**config.mk**
```make
export PLATFORM = sky130hd
export DESIGN_NAME = instr_fetch_unit
export DESIGN_NICKNAME = d
export VERILOG_FILES = /design/src/rtl/ifu_pkg.sv /design/src/rtl/fetch_fifo.sv /design/src/rtl/instr_fetch_unit.sv
export SDC_FILE = /design/constraint.sdc
export NUM_CORES = 1
export LEC_CHECK = 0
export CORE_MARGIN = 4
export CORE_UTILIZATION = 51
export CTS_CLUSTER_SIZE = 20
export DETAILED_ROUTE_END_ITERATION = 10
export GPL_TIMING_DRIVEN = 1
export PLACE_DENSITY_LB_ADDON = 0.25
export SYNTH_ARGS = -nofsm -noshare
export SYNTH_HDL_FRONTEND = slang
export SYNTH_SLANG_ARGS = --single-unit
```
**constraint.sdc**
```tcl
create_clock -name clk -period 8.2 [get_ports clk]
set_clock_uncertainty 0.05 [all_clocks]
set_input_delay 2.46 -clock clk [delete_from_list [all_inputs] [get_ports clk]]
set_output_delay 2.46 -clock clk [all_outputs]
set_load 0.03 [all_outputs]
```
**src/rtl/ifu_pkg.sv**
```systemverilog
// Shared types and constants for the instruction fetch unit.
// Used by fetch_fifo and instr_fetch_unit.
package ifu_pkg;

    localparam int WORD_W      = 32;
    localparam int INSTR_BYTES = 4;

    typedef enum logic {
        FETCH = 1'b0,
        FAULT = 1'b1
    } ifu_state_e;

    typedef struct packed {
        logic [WORD_W-1:0] pc;
        logic [WORD_W-1:0] instr;
    } fetch_entry_t;

endpackage

```
**src/rtl/fetch_fifo.sv**
```systemverilog
// Small FIFO holding fetched {pc, instruction} entries for decode.
// Flush has priority over push/pop; a simultaneous push and pop is allowed when full.
module fetch_fifo
    import ifu_pkg::*;
#(
    parameter  int DEPTH = 2,
    localparam int PTR_W = (DEPTH > 1) ? $clog2(DEPTH) : 1,
    localparam int CNT_W = $clog2(DEPTH + 1)
) (
    input  logic               clk,
    input  logic               reset,
    input  logic               flush_i,
    input  logic               push_i,
    input  logic               pop_i,
    input  fetch_entry_t       pushEntry_i,
    output fetch_entry_t       headEntry_o,
    output logic [CNT_W-1:0]   count_o,
    output logic               full_o,
    output logic               empty_o
);

    fetch_entry_t     mem_q [DEPTH];
    logic [PTR_W-1:0] wrPtr_q, wrPtr_d;
    logic [PTR_W-1:0] rdPtr_q, rdPtr_d;
    logic [CNT_W-1:0] count_q, count_d;
    logic             doPush;
    logic             doPop;

    assign full_o      = (count_q == CNT_W'(DEPTH));
    assign empty_o     = (count_q == '0);
    assign count_o     = count_q;
    assign headEntry_o = mem_q[rdPtr_q];

    assign doPop  = pop_i && !empty_o && !flush_i;
    assign doPush = push_i && (!full_o || doPop) && !flush_i;

    // Pointers wrap naturally because DEPTH is a power of two.
    always_comb begin
        wrPtr_d = wrPtr_q;
        rdPtr_d = rdPtr_q;
        count_d = count_q;
        if (flush_i) begin
            wrPtr_d = '0;
            rdPtr_d = '0;
            count_d = '0;
        end else begin
            if (doPush) wrPtr_d = wrPtr_q + PTR_W'(1);
            if (doPop)  rdPtr_d = rdPtr_q + PTR_W'(1);
            case ({doPush, doPop})
                2'b10:   count_d = count_q + CNT_W'(1);
                2'b01:   count_d = count_q - CNT_W'(1);
                default: count_d = count_q;
            endcase
        end
    end

    always_ff @(posedge clk or posedge reset) begin
        if (reset) begin
            wrPtr_q <= '0;
            rdPtr_q <= '0;
            count_q <= '0;
        end else begin
            wrPtr_q <= wrPtr_d;
            rdPtr_q <= rdPtr_d;
            count_q <= count_d;
        end
    end

    always_ff @(posedge clk or posedge reset) begin
        if (reset) begin
            for (int i = 0; i < DEPTH; i++) mem_q[i] <= '0;
        end else if (doPush) begin
            mem_q[wrPtr_q] <= pushEntry_i;
        end
    end

endmodule

```
**src/rtl/instr_fetch_unit.sv**
```systemverilog
// Instruction fetch unit: owns the PC, reads combinational memory and queues {pc, instr} for decode.
// Optional macro IFU_ALIGN_CHECK_EN enables a sticky FAULT state on misaligned redirect targets.
module instr_fetch_unit
    import ifu_pkg::*;
#(
    parameter logic [WORD_W-1:0] RESET_PC = 32'h0000_0000,
    parameter int                DEPTH    = 2
) (
    input  logic              clk,
    input  logic              reset,
    output logic [WORD_W-1:0] address,
    input  logic [WORD_W-1:0] instruction,
    input  logic              halt,
    input  logic              redirectValid,
    input  logic [WORD_W-1:0] redirectTarget,
    output logic              outValid,
    input  logic              outReady,
    output logic [WORD_W-1:0] outInstr,
    output logic [WORD_W-1:0] outPc,
    output logic [WORD_W-1:0] fetchCount,
    output logic              fault
);

    localparam int CNT_W = $clog2(DEPTH + 1);

    logic [WORD_W-1:0] pc_q, pc_d;
    logic [WORD_W-1:0] fetchCount_q, fetchCount_d;
    logic              flush;
    logic              push;
    logic              popReq;
    fetch_entry_t      pushEntry;
    fetch_entry_t      headEntry;
    logic [CNT_W-1:0]  fifoCount;
    logic              fifoFull;
    logic              fifoEmpty;

    assign address    = pc_q;
    assign fetchCount = fetchCount_q;
    assign outValid   = (fifoCount != '0);
    assign popReq     = outValid && outReady;
    assign pushEntry  = '{pc: pc_q, instr: instruction};
    assign outInstr   = fifoEmpty ? '0 : headEntry.instr;
    assign outPc      = fifoEmpty ? '0 : headEntry.pc;

`ifdef IFU_ALIGN_CHECK_EN
    ifu_state_e state_q, state_d;

    assign fault = (state_q == FAULT);

    // A misaligned redirect parks the unit in FAULT with the raw target kept in pc for debug.
    always_comb begin
        state_d      = state_q;
        pc_d         = pc_q;
        fetchCount_d = fetchCount_q;
        flush        = 1'b0;
        push         = 1'b0;
        case (state_q)
            FETCH: begin
                if (redirectValid) begin
                    flush = 1'b1;
                    pc_d  = redirectTarget;
                    if (redirectTarget[1:0] != 2'b00) state_d = FAULT;
                end else if (!halt && (!fifoFull || popReq)) begin
                    push         = 1'b1;
                    pc_d         = pc_q + WORD_W'(INSTR_BYTES);
                    fetchCount_d = fetchCount_q + 1'b1;
                end
            end
            FAULT: flush = 1'b1;
            default: state_d = FETCH;
        endcase
    end

    always_ff @(posedge clk or posedge reset) begin
        if (reset) state_q <= FETCH;
        else       state_q <= state_d;
    end
`else
    assign fault = 1'b0;

    // Redirect beats push; target low bits are masked to keep the pc word aligned.
    always_comb begin
        pc_d         = pc_q;
        fetchCount_d = fetchCount_q;
        flush        = 1'b0;
        push         = 1'b0;
        if (redirectValid) begin
            flush = 1'b1;
            pc_d  = redirectTarget & ~WORD_W'(INSTR_BYTES - 1);
        end else if (!halt && (!fifoFull || popReq)) begin
            push         = 1'b1;
            pc_d         = pc_q + WORD_W'(INSTR_BYTES);
            fetchCount_d = fetchCount_q + 1'b1;
        end
    end
`endif

    always_ff @(posedge clk or posedge reset) begin
        if (reset) begin
            pc_q         <= RESET_PC;
            fetchCount_q <= '0;
        end else begin
            pc_q         <= pc_d;
            fetchCount_q <= fetchCount_d;
        end
    end

    fetch_fifo #(
        .DEPTH (DEPTH)
    ) u_fifo (
        .clk         (clk),
        .reset       (reset),
        .flush_i     (flush),
        .push_i      (push),
        .pop_i       (popReq),
        .pushEntry_i (pushEntry),
        .headEntry_o (headEntry),
        .count_o     (fifoCount),
        .full_o      (fifoFull),
        .empty_o     (fifoEmpty)
    );

endmodule

```
==> results.ini <==
[run_status]
status = complete, no violations

[timing]
clock.fmax_ghz = 0.184
fin_ws_ns = 2.77
setup_viol = 0
drv_slew = 0
worst_pin_slew_ns = 1.06
period_minus_slack_ns = 5.43
rsz0062_at_grt = no
finalHoldWorstSlack_ns = 0.428
max_slew_margin_pct = 28.9
hold_violations = 0
min_period_over_period_pct = 66.3
tns_ns = 0

[critical_path]
cp_top_family = buffers and inverters
r2r_cells = 5
critPathMaxStageDelay_ns = 0.78
startpoint = u_fifo.rdPtr_q
r2r-start = u_fifo.count_o[1]
reg2reg_to = u_fifo.mem_q[69]
critical_path_required_ns = 5.69
crit_slowest_cell = dfrtp_4
worstPathCellList = buf_4 > mux2i_1 > nor2_1 > clkdlybuf4s50_1
arrival_ns = 2.92
worstSetupEndpointType = output port
crit_type = flop to output port
crit_buf_inv = 2
critPathLaunchType = flop
endpoint = outPc[13]
crit_fanout = 35
cp_num_cells = 4
r2r_slack_ns = 5.14

[pwr]
power_leakage_nw = 4.75
finalPower_mw = 2.82
max-vdd-ir-drop_mv = 0.143
p_per_area_nw_per_um2 = 244

[die]
io_pins = 199
die_h_um = 140
core-area_um2 = 17200
design.die.area_um2 = 19700
start_util_pct = 51.8
die_w_um = 140
rows = 48

[hold_path]
holdCritPathClass = flop to flop
hold_depth = 1

[finish]
syn2layout_area_growth_pct = 29.4
drive_gt1_share_pct = 18.0
n_antenna_cell = 0
nNetsFinal = 1006
seqCellArea_um2 = 4760
multiInputGateArea_um2 = 3920
final_common_cell = clkdlybuf4s50_1
final_cell_mix = clkdlybuf4s50_1, dfrtp_1, mux2_2
final_area_um2 = 11600
finish.utilization_pct = 67.0
finalNonFillerCells = 1172
n_fill_cell = 1336

[routing]
first_pass_iters = 4
vias_per_cell = 5.37
ant_nets = 0
wl_um = 20400
wl_per_cell_um = 17.4
route.detailed.drc = 0
drtIter0Drc = 280
dr_total_vias = 6289

[clock_network]
htree_levels = 4
cts.sinks = 190
clk_latency_ns = 0.42
cts_buffers = 17
cts_buffer_depth = 2
clkSlewWorstSetupHoldPaths_ns = 0.06
root_buffer = clkbuf_16
cts_setup_buffers = 0
ctsResizeCount = 0
cts_tree = built
hold_buffers = 0

[grt]
grtUsageTotal_pct = 21.2
antenna_found_initial = 0
grt_pass1_vias = 6449
grt_overflow = 0
grt_pass1_wl_um = 33700
grt_max_degree = 142

[yosys]
syn_inst = 761
synth_warnings = 0
ys_seq_area_share_pct = 53.3
yosys.cell_types.count = 38
syn_area_per_cell_um2 = 11.7
syn_area_um2 = 8930
ys_seq_elements = 190

[place]
dp_hpwl_um = 13400
io_buffers = 191
post_dp_cell_area_um2 = 10900
placed_cells = 1141
gp_congestion = 0.772
pre_cts_ws_ns = 2.56

[run]
maxCapViolations = 0

Yosys cell counts (all sizes together):
| library cell | instances | area share [%] |
|---|---|---|
| a21oi | 1 | 0.056 |
| and2 | 1 | 0.070 |
| and3 | 10 | 0.70 |
| and3b | 1 | 0.098 |
| and4 | 5 | 0.49 |
| buf | 31 | 2.2 |
| clkbuf | 15 | 0.64 |
| conb | 1 | 0.042 |
| dfrtp | 190 | 53 |
| ha | 2 | 0.28 |
| inv | 7 | 0.29 |
| mux2 | 121 | 15 |
| mux2i | 63 | 7.1 |
| nand2 | 65 | 2.7 |
| nand3 | 19 | 1.1 |
| nand4 | 17 | 1.3 |
| nand4b | 1 | 0.098 |
| nor2 | 82 | 3.5 |
| nor2b | 2 | 0.14 |
| nor3 | 14 | 0.78 |
| nor3b | 1 | 0.21 |
| nor4 | 10 | 0.94 |
| nor4b | 2 | 0.43 |
| o21ai | 35 | 2.0 |
| or3 | 1 | 0.070 |
| or3b | 1 | 0.098 |
| xnor2 | 48 | 4.7 |
| xor2 | 15 | 1.5 |
routing by layer:
layer,vias up,part of all wire [%],global-route usage [%]
met5,-,0,0
met4,0,1.9,6.22
met1,3141,44,27.7
li1,2952,-,-
met3,32,5.9,5.53
met2,164,48,35.2
state kept, by name, summed over array words and instances, names as in the netlist:
signal          count
u_fifo.wrPtr_q      1
u_fifo.count_o      2
u_fifo.mem_q      124
fetchCount         32
address            30
u_fifo.rdPtr_q      1
cell families (layout without fill, tap and decap cells):
logic type	Yosys count	after routing	share of synthesized area (%)
AND/OR/NAND/NOR	232	232	12.8
flip-flops	190	190	53.3
multiplexers	184	184	22.3
XOR/XNOR	63	63	6.18
buffers and inverters	53	235	3.11
AO/OA/AOI/OAI	36	36	2.02
adder cells (fa/ha/maj)	2	2	0.280
other	1	5	0.0420
area by class of cell:
type | instances | share of cell area [%]
multi-input cells | 522 | 33.9
clock buffers | 22 | 4.10
flip-flops and latches | 190 | 41.2
well taps | 225 | 2.44
clock inverters | 9 | 1.16
repair buffers | 197 | 16.9
inverters | 7 | 0.292
power by group:
group | internal, mW | switching (mW)
logic | 0.351 | 0.345
registers | 1.14 | 0.137
clock network | 0.504 | 0.343
total | 1.99 | 0.825
worst min path at each step:
| stage | start | endpoint | slack (ns) |
|---|---|---|---|
| floorplan | u_fifo.mem_q[46] | u_fifo.mem_q[46] | 0.40 |
| global route | fetchCount[31] | fetchCount[31] | 0.44 |
| finish | fetchCount[31] | fetchCount[31] | 0.43 |
| global placement | u_fifo.mem_q[58] | u_fifo.mem_q[58] | 0.42 |
| detailed placement | fetchCount[31] | fetchCount[31] | 0.42 |
| CTS | fetchCount[31] | fetchCount[31] | 0.43 |
Power figures use the tool's default switching activity.
